--- src/rtl/wdt_ctrl.sv ---
// Watchdog register front end: programs count/enable, stretches keyed kicks into wdlive pulses,
// synchronises WTO back and holds it as sticky status/irq. Bus response 1 cycle; ready low while kicking.
module wdt_ctrl #(
  parameter int          KICK_HOLD = 4,
  parameter logic [31:0] KICK_KEY  = 32'h5A5A_A5A5
) (
  input  logic        clk,
  input  logic        rst,
  input  logic        req_valid,
  output logic        req_ready,
  input  logic        req_write,
  input  logic [3:0]  req_addr,
  input  logic [31:0] req_wdata,
  output logic        rsp_valid,
  output logic [31:0] rsp_rdata,
  input  logic        wto_in,
  output logic        wden,
  output logic        wdlive,
  output logic [31:0] wtocnt,
  output logic        irq
);

  localparam int            KW    = $clog2(KICK_HOLD + 1);
  localparam logic [KW-1:0] KLOAD = KW'(KICK_HOLD);

  typedef enum logic [1:0] {
    S_DIS  = 2'b00,
    S_ARM  = 2'b01,
    S_KICK = 2'b10,
    S_TO   = 2'b11
  } state_t;

  state_t        r_state;
  state_t        w_state_nxt;
  logic [KW-1:0] r_kcnt;
  logic          r_wto_s1;
  logic          r_wto_s2;
  logic          r_to;
  logic          r_err;
  logic [31:0]   r_wtocnt;
  logic          r_rsp_valid;
  logic [31:0]   r_rsp_rdata;

  logic          w_acc;
  logic          w_wr;
  logic          w_to_evt;
  logic          w_wr_ctrl;
  logic          w_wr_cnt;
  logic          w_wr_kick;
  logic          w_wr_stat;
  logic          w_wr_unmapped;
  logic          w_kick_ok;
  logic          w_en_off;
  logic          w_err_set;
  logic          w_to_set;
  logic [31:0]   w_rdata;

  assign w_acc         = req_valid && req_ready;
  assign w_wr          = w_acc && req_write;
  assign w_to_evt      = r_wto_s2;
  assign w_wr_ctrl     = w_wr && (req_addr == 4'h0);
  assign w_wr_cnt      = w_wr && (req_addr == 4'h4);
  assign w_wr_kick     = w_wr && (req_addr == 4'h8);
  assign w_wr_stat     = w_wr && (req_addr == 4'hC);
  assign w_wr_unmapped = w_wr && (req_addr[1:0] != 2'b00);
  assign w_kick_ok     = w_wr_kick && (req_wdata == KICK_KEY) && (r_state == S_ARM);
  assign w_en_off      = w_wr_ctrl && !req_wdata[0];

  // A correctly keyed kick in ARMED never flags ERR, even when a timeout pre-empts it.
  assign w_err_set = (w_wr_cnt && (r_state != S_DIS))
                   || (w_wr_ctrl && req_wdata[0] && (r_wtocnt == 32'd0))
                   || (w_wr_kick && !w_kick_ok)
                   || w_wr_unmapped;

  // Level-driven so a W1C racing an asserted timeout leaves TO set.
  assign w_to_set = w_to_evt && (r_state != S_DIS);

  always_ff @(posedge clk) begin
    if (rst) begin
      r_state <= S_DIS;
    end else begin
      r_state <= w_state_nxt;
    end
  end

  always_comb begin
    w_state_nxt = r_state;
    case (r_state)
      S_DIS:  if (w_wr_ctrl && req_wdata[0] && (r_wtocnt != 32'd0)) w_state_nxt = S_ARM;
      S_ARM: begin
        if (w_to_evt)       w_state_nxt = S_TO;
        else if (w_kick_ok) w_state_nxt = S_KICK;
        else if (w_en_off)  w_state_nxt = S_DIS;
      end
      S_KICK: begin
        if (w_to_evt)                 w_state_nxt = S_TO;
        else if (r_kcnt <= KW'(1))    w_state_nxt = S_ARM;
      end
      S_TO:   if (w_en_off) w_state_nxt = S_DIS;
      default: w_state_nxt = S_DIS;
    endcase
  end

  always_comb begin
    wden      = (r_state != S_DIS);
    wdlive    = (r_state == S_KICK);
    req_ready = (r_state != S_KICK);
  end

  always_comb begin
    w_rdata = 32'd0;
    case (req_addr)
      4'h0:    w_rdata = {31'd0, wden};
      4'h4:    w_rdata = r_wtocnt;
      4'hC:    w_rdata = {28'd0, r_state, r_err, r_to};
      default: w_rdata = 32'd0;
    endcase
  end

  always_ff @(posedge clk) begin
    if (rst) begin
      r_kcnt      <= '0;
      r_wto_s1    <= 1'b0;
      r_wto_s2    <= 1'b0;
      r_to        <= 1'b0;
      r_err       <= 1'b0;
      r_wtocnt    <= 32'd0;
      r_rsp_valid <= 1'b0;
      r_rsp_rdata <= 32'd0;
    end else begin
      r_wto_s1    <= wto_in;
      r_wto_s2    <= r_wto_s1;
      r_rsp_valid <= w_acc;
      r_rsp_rdata <= (w_acc && !req_write) ? w_rdata : 32'd0;
      if (w_wr_cnt && (r_state == S_DIS)) r_wtocnt <= req_wdata;
      r_to  <= (r_to && !(w_wr_stat && req_wdata[0])) || w_to_set;
      r_err <= (r_err && !(w_wr_stat && req_wdata[1])) || w_err_set;
      if ((w_state_nxt == S_KICK) && (r_state != S_KICK)) begin
        r_kcnt <= KLOAD;
      end else if ((r_state == S_KICK) && (r_kcnt != '0)) begin
        r_kcnt <= r_kcnt - KW'(1);
      end
    end
  end

  assign rsp_valid = r_rsp_valid;
  assign rsp_rdata = r_rsp_rdata;
  assign wtocnt    = r_wtocnt;
  assign irq       = r_to;

endmodule

--- config.mk ---
export PLATFORM = sky130hd
export DESIGN_NAME = wdt_ctrl
export DESIGN_NICKNAME = d
export VERILOG_FILES = /design/src/rtl/wdt_ctrl.sv
export SDC_FILE = /design/constraint.sdc
export NUM_CORES = 1
export LEC_CHECK = 0
export BUFFER_PORTS_ARGS = -buffer_cell sky130_fd_sc_hd__buf_2
export CAP_MARGIN = 20
export CORE_MARGIN = 2
export CORE_UTILIZATION = 38
export CTS_BUF_LIST = sky130_fd_sc_hd__clkbuf_8
export CTS_CLUSTER_DIAMETER = 120
export DETAILED_ROUTE_END_ITERATION = 16
export PLACE_DENSITY_LB_ADDON = 0.15
export SKIP_LAST_GASP = 1
export SLEW_MARGIN = 20
export SYNTH_ARGS = -nofsm -noshare
export SYNTH_HDL_FRONTEND = slang
export SYNTH_SLANG_ARGS = --single-unit
--- constraint.sdc ---
create_clock -name clk -period 2.7 [get_ports clk]
set_clock_uncertainty 0.15 [all_clocks]
set_input_delay 0.81 -clock clk [delete_from_list [all_inputs] [get_ports clk]]
set_output_delay 0.81 -clock clk [all_outputs]
set_load 0.01 [all_outputs]
==> After elaboration in Yosys (flattened, before gate mapping) <==
Index checks and enable logic that the tools add are counted.
{ "op_classes": {"add_sub_neg": 1, "mux": 10, "order_cmp": 1, "n_bitwise": 1, "n_reduce_logical": 44, "n_eq_ne": 9} }
{ "op_table": {"columns": ["op", "n"], "rows": [
  ["32-bit one-hot mux with 3 select lines", 1],
  ["32-bit by 31-bit == test with 1-bit output, second input constant", 1],
  ["32-bit logical NOT", 1],
  ["32-bit nonzero test", 1],
  ["1-bit logical AND", 24],
  ["2-bit two-way mux", 6],
  ["4-bit == test, second input constant", 2],
  ["2-bit one-hot mux with 4 select lines", 1],
  ["2-bit == test, second input constant", 3],
  ["3-bit two-way mux", 2],
  ["2-bit nonzero test", 3],
  ["1-bit logical NOT", 5],
  ["1-bit logical OR", 5],
  ["4-bit by 3-bit == test with 1-bit output, second input constant", 1],
  ["4-bit logical NOT", 1],
  ["2-bit OR reduction", 2],
  ["3-bit by 1-bit less-or-equal comparator with 1-bit output, second input constant", 1],
  ["3-bit nonzero test", 1],
  ["3-bit by 1-bit subtractor with 3-bit output, second input constant", 1],
  ["2-bit by 1-bit == test with 1-bit output, second input constant", 1],
  ["2-bit logical NOT", 1],
  ["2-bit != test, second input constant", 1],
  ["1-bit inverter", 1]
]} }
{ "word_totals": {"word_cells": 76, "out_inout_bits": 69, "register_bits": 74} }

==> Logic depth before layout (Yosys ltp) <==
Gate-level depths: netlist of the first run.
{ "logic_depth": {"word_depth": 12, "mapped_depth": 8, "ltp_nobuf": 6} }

==> Worst setup path after synthesis of the first run <==
OpenSTA, ideal clock, no wires.
{ "synth_path": {"path_type": "in2reg", "start": "input req_addr[3]", "end": "register r_wtocnt[0] (netlist: wtocnt[0])", "required_time_ps": 2422, "path_slack_ps": 398, "t_arrival_ps": 2025, "stages": 8, "path_cell_list": "buf_2 nand2b_1 nor2_1 and3_1 buf_2 buf_4 mux2i_1 nor2_1"} }
{ "synth_via": {"elab_chain_len": 3} }
{ "synth_lines": {"columns": ["element", "line", "text"], "rows": [
  ["from (decl)", "12", "input logic [3:0] req_addr,"],
  ["4-bit by 3-bit == test with 1-bit output", "62", "assign w_wr_cnt = w_wr && (req_addr == 4'h4);"],
  ["1-bit logical AND", "62", null],
  ["1-bit logical AND", "135", "if (w_wr_cnt && (r_state == S_DIS)) r_wtocnt <= req_wdata;"],
  ["to (signal assigned)", "135", null],
  ["to (decl)", "40", "logic [31:0] r_wtocnt;"]
]} }
Every way passes these cells.
A chain may end at the register's enable or synchronous reset.

==> Final worst setup path of the first run <==
{ "layout_path": {"start": "register r_state[0]", "end": "output wdlive"} }
{ "layout_via": {"elab_chain_len": 1} }
{ "layout_lines": {"columns": ["element", "line", "text"], "rows": [
  ["from (decl)", "33", "state_t r_state;"],
  ["from (signal assigned)", "82", "r_state <= w_state_nxt;"],
  ["2-bit == test", "106", "wdlive = (r_state == S_KICK);"],
  ["to (decl)", "18", "output logic wdlive,"]
]} }
Every way passes these cells.

==> results, run 1 <==
- The die area is 8200 sq um.
- In the final routed layout, each cell accounts on average for 13.9 um.
- Measured along the y axis, the die boundary spans 90.5 um.
- The cell at the root of the clock tree is sky130_fd_sc_hd__clkbuf_8.
- Of the total power, the share spent switching nets is 0.221.
- The part of the Yosys area used for sequential elements is 0.521.
- The number of buffers on the longest clock path is 2.
- In the layout the commonest cells are sky130_fd_sc_hd__buf_2 (109), sky130_fd_sc_hd__dfxtp_1 (74), sky130_fd_sc_hd__nor2_1 (44), sky130_fd_sc_hd__mux2i_1 (36), sky130_fd_sc_hd__and2_1 (28).
- The power density over the cells is 566 nW/um^2.
- The end of the critical path is wdlive.
- The setup violation total in the final timing report is 0.
- The sequential fraction of design power is 0.531.
- The clock tree synthesis step divided the H-tree into 3 levels.
- Data on the critical path arrives at its endpoint at 1.38 ns.
- The worst setup path is launched from a register.
- In this run the worst path has a maximum fanout of 8.
- Synthesis inferred 74 register bits.
- Once the clock tree was built, the setup fixing pass inserted 0 buffers.
- The critical path endpoint category is an output pin.
- Setup repair after global routing left no endpoint under its margin.
- The flow ran to the end, and the final reports show no timing, DRC or antenna violations.
- The number of vias per cell is 4.73.
- Summed over all cells, the static leakage comes to 1.69 nW.
- Synthesis produced 280 cells.
- The number of cells on the worst reg-to-reg path is 5.
- The final-layout setup total negative slack is 0 ns.
- The worst IR drop on VDD is 290 uV.
- The max-slew violation count was 0.
- After detailed routing, the number of remaining DRC violations is 0.
- The CTS tree is built.
- The via count of the first global-routing pass is 2,228.
- The netlist uses 41 different library cells.
- The filler-free cell count of the finished design is 494.
- The number of cell rows is 31.
- The initial utilization of the core area, before any placement, comes to 0.392.
- In this run the worst setup path begins at r_state[0].
- The start-to-end type of the worst setup path is register to output pin.
- The later pin in the worst-skew pair is clocked with a latency of 0.34 ns.
- The wire length of the first global-routing pass is 11,200 um.
- Pin placement for this block handled 110 I/O pins.
- The cell count after placement is 478.
- The source of the worst register-to-register timing path is r_state[0].
- The width of the die is 90.5 um.
- The final wirelength is 6870 um.
- Counting the buffers created by CTS gives 9.
- The floorplan step defined a core boundary enclosing 7250 sq um.
- The hold slack is 0.296 ns.
- Of the cells placed in the final design, the portion with a size suffix greater than 1 is 0.332.
- The data required time of the worst path is 1.74 ns.
- The internal cell power is 0.00162 W.
- For flop-to-flop paths, the worst setup slack is 0.58 ns.
- The Yosys step of the flow raised 0 warnings.
- The count of nets left with antenna violations once routing finished came out at 0.
- After clock tree synthesis, the repair step resized 0 gates.
- After clock tree synthesis, the clock-pin slew on the worst setup and hold paths is 0.07 ns.
- For this run the aggregate overflow at the end of global routing stands at 0.
- The worst path in the final design needs a cycle of 2.34 ns, including I/O delays and setup.
- Detailed placement ended at an HPWL of 5150 um.
- The most heavily used metal layer in global routing is met2.
- Dividing the final minimum period by the clock period gives 0.867.
- CTS saw 74 sinks.
- The number of max-cap violations is 0.
- The count of buffers added on input and output ports is 109.
- The clock share of power is 0.420.
- The number of search-and-repair iterations in the first detailed-routing pass is 4.
- The signed area change from the synthesized netlist to the final layout is 28.9%.
- The repair_antennas step left the layout with diodes totalling 0.
- The pin slew with the least headroom to its limit is 0.497 ns.
- The number of failing hold endpoints at the final stage is 0.
- The worst flop-to-flop path endpoint is rsp_rdata[6].
- The global-route usage over all layers is 0.173.
- For this block, the via count after detailed routing is 2,338.
- In the global route stage, met1 resource usage came out at 0.235.
- In this run the tightest slew margin relative to its limit is 0.664.
- The hold-fix buffer count after cts is 0.
- The met2 usage in global routing is 0.259.
- The count of routing violations after the opening detailed-route iteration is 101.
- The maximum achievable frequency is 427 MHz.
- The net count of the mapped netlist is 324.
- The net count of the finished layout is 434.
- The most frequent standard cell in the layout excluding fill and tap cells is sky130_fd_sc_hd__buf_2.
- The share of total power dissipated in combinational logic is 0.049.
- At the end of routability-driven placement, the weighted congestion stood at 0.754.
- The initial antenna violation count is 0.
- The worst hold path belongs to the class register to register.
- The met3 capacity usage during global routing is 0.0392.
- The pin count of the biggest net entering global routing is 45.
- Dividing the synthesized area by the synthesized cell count gives 10.2 sq um.
- Summed over all nets, the switching power comes to 0.000458 W.
- Summing every instance area after synthesis gives 2850 sq um.
worst min-delay path by stage:
stage,from,to,cells after the start
after floorplan,r_wto_s1,r_wto_s2,1
after global placement,r_wto_s1,r_wto_s2,1
after detailed placement,r_wto_s1,r_wto_s2,1
after CTS,r_wto_s1,r_wto_s2,1
after global routing,r_wto_s1,r_wto_s2,1
final,r_wto_s1,r_wto_s2,1
sequential cells by signal, summed over array words and instances (netlist names):
name and cells:
r_wto_s2 1, r_wto_s1 1, rsp_valid 1, r_state 2, r_kcnt 3, irq 1, r_err 1, wtocnt 32
rsp_rdata 32
cells in the mapped netlist:
master,number,area (sq um)
sky130_fd_sc_hd__o2111a_1,1,11.3
sky130_fd_sc_hd__o31a_1,1,8.76
sky130_fd_sc_hd__a2111oi_0,1,8.76
sky130_fd_sc_hd__nand2b_1,2,12.5
sky130_fd_sc_hd__nor3b_1,1,7.51
sky130_fd_sc_hd__or4b_4,1,13.8
sky130_fd_sc_hd__nor4_1,10,62.6
sky130_fd_sc_hd__a211oi_1,1,7.51
sky130_fd_sc_hd__nor3_1,3,15.0
sky130_fd_sc_hd__nand2_2,1,6.26
sky130_fd_sc_hd__and2_1,28,175
sky130_fd_sc_hd__or4b_1,1,10.0
sky130_fd_sc_hd__nand4_1,3,18.8
sky130_fd_sc_hd__xnor2_1,1,8.76
sky130_fd_sc_hd__o31ai_1,1,7.51
sky130_fd_sc_hd__or3_1,1,6.26
sky130_fd_sc_hd__nand2_1,7,26.3
sky130_fd_sc_hd__buf_8,2,30.0
sky130_fd_sc_hd__and4_1,3,26.3
sky130_fd_sc_hd__nor4b_1,2,17.5
sky130_fd_sc_hd__buf_6,1,11.3
sky130_fd_sc_hd__nor4bb_1,4,40.0
sky130_fd_sc_hd__a31oi_1,4,25.0
sky130_fd_sc_hd__or2b_1,1,7.51
sky130_fd_sc_hd__nand4b_1,2,17.5
sky130_fd_sc_hd__buf_4,3,22.5
sky130_fd_sc_hd__nor2_8,1,20.0
sky130_fd_sc_hd__buf_2,3,15.0
sky130_fd_sc_hd__mux2i_1,36,360
sky130_fd_sc_hd__ha_1,3,37.5
sky130_fd_sc_hd__clkbuf_1,5,18.8
sky130_fd_sc_hd__nor2_1,44,165
sky130_fd_sc_hd__nand4bb_1,1,11.3
sky130_fd_sc_hd__o21ai_0,5,25.0
sky130_fd_sc_hd__nor2b_1,3,18.8
sky130_fd_sc_hd__inv_1,8,30.0
sky130_fd_sc_hd__o21ai_1,1,5.00
sky130_fd_sc_hd__nand3_1,2,10.0
sky130_fd_sc_hd__a21oi_1,6,30.0
sky130_fd_sc_hd__and3_1,2,12.5
sky130_fd_sc_hd__dfxtp_1,74,1480
metal layers:
layer,up-vias,wire length [um]
met1,1075,3170
met4,0,76
met3,7,420
met2,67,3210
li1,1189,-
met5,-,0
per-stage QoR:
step | instance area [sq um] | setup WS [ns] | utilization | total power, W
after floorplan | 2850 | 0.398 | - | 0.00118
after global placement | 3460 | 0.193 | 0.477 | 0.00123
after detailed placement | 3460 | 0.113 | 0.477 | 0.00123
after CTS | 3670 | 0.318 | 0.506 | 0.00211
after global routing | 3670 | 0.210 | 0.506 | 0.00216
final | 3670 | 0.360 | 0.506 | 0.00208
power groups by stage:
| stage | clock network, W | registers (W) | logic [W] |
|---|---|---|---|
| final | 0.000871 | 0.00110 | 0.000101 |
| after detailed placement | 0 | 0.00113 | 0.000102 |
| after global placement | 0 | 0.00113 | 0.000102 |
| after global routing | 0.000941 | 0.00110 | 0.000114 |
| after floorplan | 0 | 0.00113 | 0.0000462 |
| after CTS | 0.000903 | 0.00110 | 0.000103 |
area by class of cell:
class,count,area [sq um]
fillers,735,3590
flip-flops and latches,74,1480
multi-input cells,184,1240
repair buffers,113,588
clock buffers,11,151
well taps,99,124
clock inverters,5,55.1
inverters,8,30.0
kinds of logic after synthesis:
group | synth area share
xor+xnor | 0.00308
mux | 0.127
flops | 0.521
buf+inv | 0.0449
compound gates | 0.0453
fa+ha+maj | 0.0132
simple gates | 0.246
worst max-delay path: stages, from the launching register on:
cell and delay, ns:
sky130_fd_sc_hd__dfxtp_1 0.46, sky130_fd_sc_hd__nand2b_1 0.32, sky130_fd_sc_hd__inv_1 0.10, sky130_fd_sc_hd__buf_2 0.15
Power figures use the tool's default switching activity.
==> run 2, diff against run 1 <==
--- a/config.mk
+++ b/config.mk
@@ -7,12 +7,10 @@
 export LEC_CHECK = 0
 export BUFFER_PORTS_ARGS = -buffer_cell sky130_fd_sc_hd__buf_2
 export CAP_MARGIN = 20
-export CORE_MARGIN = 2
 export CORE_UTILIZATION = 38
 export CTS_BUF_LIST = sky130_fd_sc_hd__clkbuf_8
 export CTS_CLUSTER_DIAMETER = 120
 export DETAILED_ROUTE_END_ITERATION = 16
-export PLACE_DENSITY_LB_ADDON = 0.15
 export SKIP_LAST_GASP = 1
 export SLEW_MARGIN = 20
 export SYNTH_ARGS = -nofsm -noshare
==> results, run 2 (same netlist as run 1, synthesis figures left out) <==
- Hold repair after CTS inserted 0 buffers.
- Using the TritonRoute via totals, the vias-per-cell ratio works out to 4.77.
- The mean routed wirelength per cell is 13.9 um.
- The kind of path behind the tightest hold check is register to register.
- Headroom to the max-slew limit came out at 0.638.
- The top-level port count is 110.
- The setup violation total in the final timing report is 0.
- The most frequent standard cell in the layout excluding fill and tap cells is sky130_fd_sc_hd__buf_2.
- Buffers placed on the I/O ports in this run total 109.
- The net total in the final layout is 435.
- The number of cells on the worst reg-to-reg path is 5.
- The wire length the detailed router placed on met1 is 3150 um.
- Power spread over the standard cell area amounts to 586 nW/um^2.
- Along the worst path, the maximum fanout reaches 8.
- The clock latency of the later-clocked register in the worst-skew pair is 0.33 ns.
- Timing would allow up to 431 MHz.
- The worst path needs 2.32 ns of the cycle, external delays included.
- The first global-routing pass estimated 10,600 um of wire.
- From synthesis to final layout, the design area changed by 29.9%.
- Summed over all layers, the global routing overflow is 0.
- The post-cts repair resize count is 0.
- The number of search-and-repair iterations in the first detailed-routing pass is 7.
- TritonCTS built the clock tree.
- The repair_antennas step left the layout with diodes totalling 0.
- The count of routing violations after the opening detailed-route iteration is 89.
- The initial antenna violation count was 0.
- The post-layout instance area is 3700 sq um.
- CTS placed an instance of sky130_fd_sc_hd__clkbuf_8 at the clock tree root.
- The met2 routed wirelength is 3370 um.
- The met3 layer wire length in the routed design is 310 um.
- STA puts the critical path data arrival time at 1.36 ns.
- The die area is 7840 sq um.
- The floorplan has 31 rows.
- The pin count of the biggest net entering global routing is 45.
- The run finished with clean final reports.
- Measured along the x axis, the die boundary spans 88.5 um.
- The static leakage is 1.71 nW.
- The area of the core is 7250 sq um.
- The number of buffers created by CTS is 9.
- The worst IR drop on VDD is 314 uV.
- The count of nets left with antenna violations once routing finished came out at 0.
- The global placement routability congestion is 0.816.
- At the worst endpoint, the required time is 1.74 ns.
- The clock transition time at the flip-flop clock pins of the worst setup and hold paths is 0.07 ns.
- The critical path is of the register to output pin type.
- The H-tree was split into 3 levels.
- In the layout the commonest cells are sky130_fd_sc_hd__buf_2 (109), sky130_fd_sc_hd__dfxtp_1 (74), sky130_fd_sc_hd__nor2_1 (44), sky130_fd_sc_hd__mux2i_1 (36), sky130_fd_sc_hd__and2_1 (28).
- Clock tree synthesis found a total of 74 sinks.
- The via count of the first global-routing pass is 2,154.
- Along the worst hold path, the cell count comes to 1.
- The instance area after placement is 3470 sq um.
- The y dimension of the die is 88.5 um.
- The worst reg-to-reg setup slack is 0.53 ns.
- After routing, the total negative slack on setup checks comes to 0 ns.
- In the final layout, the share of cells above drive strength 1 is 0.336.
- Detailed routing inserted a total of 2,360 vias.
- For this run, the total global-route usage over all layers was measured as 0.180.
- The worst setup path is launched from a register.
- Across the run, the number of max-cap violations was 0.
- The count of buffers added by post-CTS timing repair for setup is 0.
- The final wirelength is 6900 um.
- The highest signal layer in the routed design is met4.
- Setup repair after global routing left no endpoint under its margin.
- The critical path endpoint category is an output pin.
- The wire-length estimate of the detail-placed layout is 5160 um.
- For the pin with the worst max-slew slack, the measured transition is 0.538 ns.
- The number of failing hold endpoints at the final stage came to 0.
- The number of buffers on the longest clock path is 2.
- After detailed routing, the number of remaining DRC violations is 0.
- The initial utilization of the core area, before any placement, comes to 0.392.
- In the finished design, the share of the clock period the worst path needs comes to 0.860.
- The max-slew violation count is 0.
[run 2: critical path, cell delays in order (launching register included)]
cell,delay [ns]
sky130_fd_sc_hd__dfxtp_1,0.46
sky130_fd_sc_hd__nand2b_1,0.32
sky130_fd_sc_hd__inv_1,0.10
sky130_fd_sc_hd__buf_2,0.15
[run 2: power by group]
part           switching, W  internal (W)  leakage (nW)  total, W
combinational     0.0000564     0.0000461         0.991  0.000103
clock              0.000394      0.000568         0.121  0.000962
sequential       0.00000549       0.00110         0.597   0.00110
total              0.000455       0.00171          1.71   0.00217
[run 2: metrics by stage]
stage	total power (W)	setup WS (ns)	utilization	hold WS, ns	instances
CTS	0.00219	0.339	0.510	0.294	495
finish	0.00217	0.379	0.510	0.290	495
floorplan	0.00118	0.398	-	0.264	280
global route	0.00225	0.267	0.510	0.324	495
detailed placement	0.00123	0.150	0.478	0.276	479
global placement	0.00123	0.194	0.478	0.273	479
[run 2: final timing paths]
check                   end        from
setup / recovery     wdlive  r_state[0]
hold / removal     r_wto_s2    r_wto_s1
setup reg to reg  r_kcnt[2]  r_state[0]
hold reg to reg    r_wto_s2    r_wto_s1
[run 2: cell type report]
type | count | area [sq um]
Fill cell | 735 | 3560
Sequential cell | 74 | 1480
Multi-Input combinational cell | 184 | 1240
Timing Repair Buffer | 114 | 596
Clock buffer | 11 | 151
Tap cell | 99 | 124
Clock inverter | 5 | 77.6
Inverter | 8 | 30.0
[run 2: per-layer routing]
| layer | GRT usage | vias to the layer above |
|---|---|---|
| met3 | 0.0410 | 5 |
| met5 | 0 | - |
| met2 | 0.298 | 60 |
| met4 | 0.0616 | 0 |
| met1 | 0.231 | 1113 |
| li1 | - | 1182 |
==> run 3, diff against run 2 <==
--- a/config.mk
+++ b/config.mk
@@ -7,10 +7,13 @@
 export LEC_CHECK = 0
 export BUFFER_PORTS_ARGS = -buffer_cell sky130_fd_sc_hd__buf_2
 export CAP_MARGIN = 20
-export CORE_UTILIZATION = 38
+export CELL_PAD_IN_SITES_DETAIL_PLACEMENT = 0
+export CELL_PAD_IN_SITES_GLOBAL_PLACEMENT = 1
+export CORE_UTILIZATION = 37
 export CTS_BUF_LIST = sky130_fd_sc_hd__clkbuf_8
 export CTS_CLUSTER_DIAMETER = 120
 export DETAILED_ROUTE_END_ITERATION = 16
+export PLACE_DENSITY_LB_ADDON = 0.1
 export SKIP_LAST_GASP = 1
 export SLEW_MARGIN = 20
 export SYNTH_ARGS = -nofsm -noshare
==> constraint.sdc (replaced) <==
create_clock -name clk -period 2.45 [get_ports clk]
set_clock_uncertainty 0.15 [all_clocks]
set_input_delay 0.735 -clock clk [delete_from_list [all_inputs] [get_ports clk]]
set_output_delay 0.735 -clock clk [all_outputs]
set_load 0.01 [all_outputs]
==> results, run 3 (same netlist as run 1, synthesis figures left out) <==
- For this run the aggregate overflow at the end of global routing stands at 0.
- Along the worst hold path, the cell count comes to 1.
- The power share of the combinational group is 0.055.
- The share of final-layout standard cells stronger than drive strength 1 is 0.343.
- The worst slew margin relative to its limit is 0.683.
- For flop-to-flop paths, the worst setup slack is 0.33 ns.
- The shortest clock period the worst path allows after layout is 2.24 ns.
- The net total in the final layout is 441.
- The critical path in this run is classified as register to output pin.
- The library cells used most frequently in the layout, excluding fill and tap cells, are sky130_fd_sc_hd__buf_2 (109), sky130_fd_sc_hd__dfxtp_1 (74), sky130_fd_sc_hd__nor2_1 (44), sky130_fd_sc_hd__mux2i_1 (36), sky130_fd_sc_hd__and2_1 (28).
- The effective utilization at floorplan is 0.388.
- The number of cells on the worst reg-to-reg path is 5.
- The number of max-cap violations is 0.
- The highest net fanout along the worst path is 8.
- The clock transition time at the flip-flop clock pins of the worst setup and hold paths is 0.07 ns.
- The longest individual stage delay on the worst path is 0.47 ns.
- Post-CTS timing repair inserted 0 buffers for setup.
- The internal portion of the total power is 0.00164 W.
- The floorplan has 31 rows.
- The clock share of power is 0.374.
- The hold-fix buffer count after cts is 0.
- The share of the core filled with cells in the final layout is 0.503.
- The final route contains 2,399 vias.
- The final period utilization is 0.914.
- STA classifies the critical path endpoint as an output pin.
- The top-level port count is 110.
- The mean routed wirelength per cell is 14.2 um.
- The final-layout setup total negative slack is 0 ns.
- Of the total power, the share spent switching nets is 0.230.
- Setup repair after global routing left no endpoint under its margin.
- The H-tree generated during clock tree synthesis spans 3 levels.
- After detailed routing, the number of remaining DRC violations is 0.
- The multi-input logic area is 1240 sq um.
- The repair_antennas step left the layout with diodes totalling 0.
- The worst hold path terminates at r_wto_s2.
- The final wirelength is 7080 um.
- The worst register-to-register path begins at r_state[0].
- The y dimension of the die is 89.7 um.
- In this run the worst hold path is classified as register to register.
- Detailed placement finished with a half-perimeter wire length of 5300 um.
- Counting the fill cells in the layout gives 709.
- The via count of the first global-routing pass is 2,142.
- The sequential fraction of design power is 0.571.
- The number of vias per cell is 4.81.
- Summing all placed instances gives a cell area of 3530 sq um.
- The slowest stage of the critical path belongs to the cell sky130_fd_sc_hd__dfxtp_1.
- The tree is rooted in a sky130_fd_sc_hd__clkbuf_8.
- The endpoint identified for the worst register-to-register timing path is rsp_rdata[17].
- The post-cts repair resize count is 0.
- Dividing total power by cell area gives a power density of 578 nW/um^2.
- The data required time of the worst path is 1.56 ns.
- Based on the critical path, the design can be clocked at up to 447 MHz.
- The max-slew violation count is 0.
- The worst IR drop on VDD is 291 uV.
- The CTS tree is built.
- The number of buffers on the longest clock path is 2.
- For the worst setup path, the data arrival time is 1.35 ns.
- The initial antenna violation count is 0.
- Relative to the synthesized area, the layout overhead comes to 29.5%.
- In this run, the number of DRC markers left after iteration 0 of detailed routing was 76.
- The first global-routing pass estimated 10,800 um of wire.
- The static leakage is 1.70 nW.
- The die is 89.7 um wide.
- Counting the buffers created by CTS gives 9.
- With fillers left out, the area of the finished cells amounts to 3680 sq um.
- The start point of the worst hold path is r_wto_s1.
- The global-route usage over all layers is 0.182.
- The flow ran to the end, and the final reports show no timing, DRC or antenna violations.
- The setup violation total in the final timing report is 0.
- The sort of element at the start of the critical path is a register.
- The floorplan step defined a die boundary enclosing 8040 sq um.
- For the pin with the worst max-slew slack, the measured transition is 0.476 ns.
- In the final layout, flip-flops and latches occupy 1480 sq um.
- Summed over all nets, the switching power comes to 0.000490 W.
- The post-placement worst setup slack is 0.000922 ns.
- The critical path goes through nand2b_1 > inv_1 > buf_2.
- The post-route worst setup slack is 0.211 ns.
- The antenna violation net count after detailed routing is 0.
- The number of search-and-repair iterations in the first detailed-routing pass is 4.
- The region available for standard cell placement spans 7330 sq um.
- For the worst-skew pair, the clock arrives at the later sink with an insertion delay of 0.33 ns.
- The total of buffers placed on input and output ports is 109.
- The library cell used most frequently in the layout, excluding fill and tap cells, is sky130_fd_sc_hd__buf_2.
- The number of clock sinks is 74.
- The pin count of the biggest net entering global routing is 45.
- The congestion estimate from routability-driven global placement came to 0.808.
- The number of failing hold endpoints at the final stage is 0.
==> run 3: cell count changes in the layout (fill, tap and decap cells not counted), sizes merged <==
cell      change
clkinvlp      +1
clkbuf        -1
bufinv        -2
buf           +6
==> run 3: worst max-delay path, delay by kind of cell, from the launching register on <==
kind	cells	cell delay, ns
flip-flops	1	0.47
buffers and inverters	2	0.25
AND/OR/NAND/NOR	1	0.30
==> run 3: how the worst max path moves through the flow <==
stage / start / end / slack [ns]
after floorplan: req_addr[3] / wtocnt[0] / 0.22
after global placement: req_wdata[14] / r_kcnt[1] / 0.07
after detailed placement: req_wdata[14] / r_kcnt[1] / 0.0009
after CTS: r_state[0] / wdlive / 0.16
after global routing: r_state[0] / wdlive / 0.10
final: r_state[0] / wdlive / 0.21
==> run 3: power groups by stage <==
stage	clock network (W)	registers [W]	logic (W)
after detailed placement	0	0.00124	0.000118
after floorplan	0	0.00124	0.0000510
final	0.000797	0.00122	0.000118
after global placement	0	0.00124	0.000119
after global routing	0.000886	0.00122	0.000129
after CTS	0.000822	0.00122	0.000118
==> run 3: routing by layer <==
layer | track usage | routed length (um) | vias up
met5 | 0 | 0 | -
met4 | 0.0722 | 110 | 0
met3 | 0.0393 | 379 | 11
met2 | 0.289 | 3250 | 68
met1 | 0.242 | 3350 | 1120
li1 | - | - | 1200
==> run 3: stage by stage <==
stage	hold WS, ns	instances	power, W
global placement	0.269	485	0.00136
global route	0.321	499	0.00223
finish	0.292	499	0.00213
detailed placement	0.282	485	0.00136
CTS	0.294	499	0.00216
floorplan	0.264	280	0.00130
==> run 3: layout make-up <==
class | instances | share of cell area
flip-flops and latches | 74 | 0.402
multi-input cells | 184 | 0.336
repair buffers | 120 | 0.177
clock buffers | 10 | 0.0374
well taps | 99 | 0.0336
inverters | 8 | 0.00815
clock inverters | 4 | 0.00577
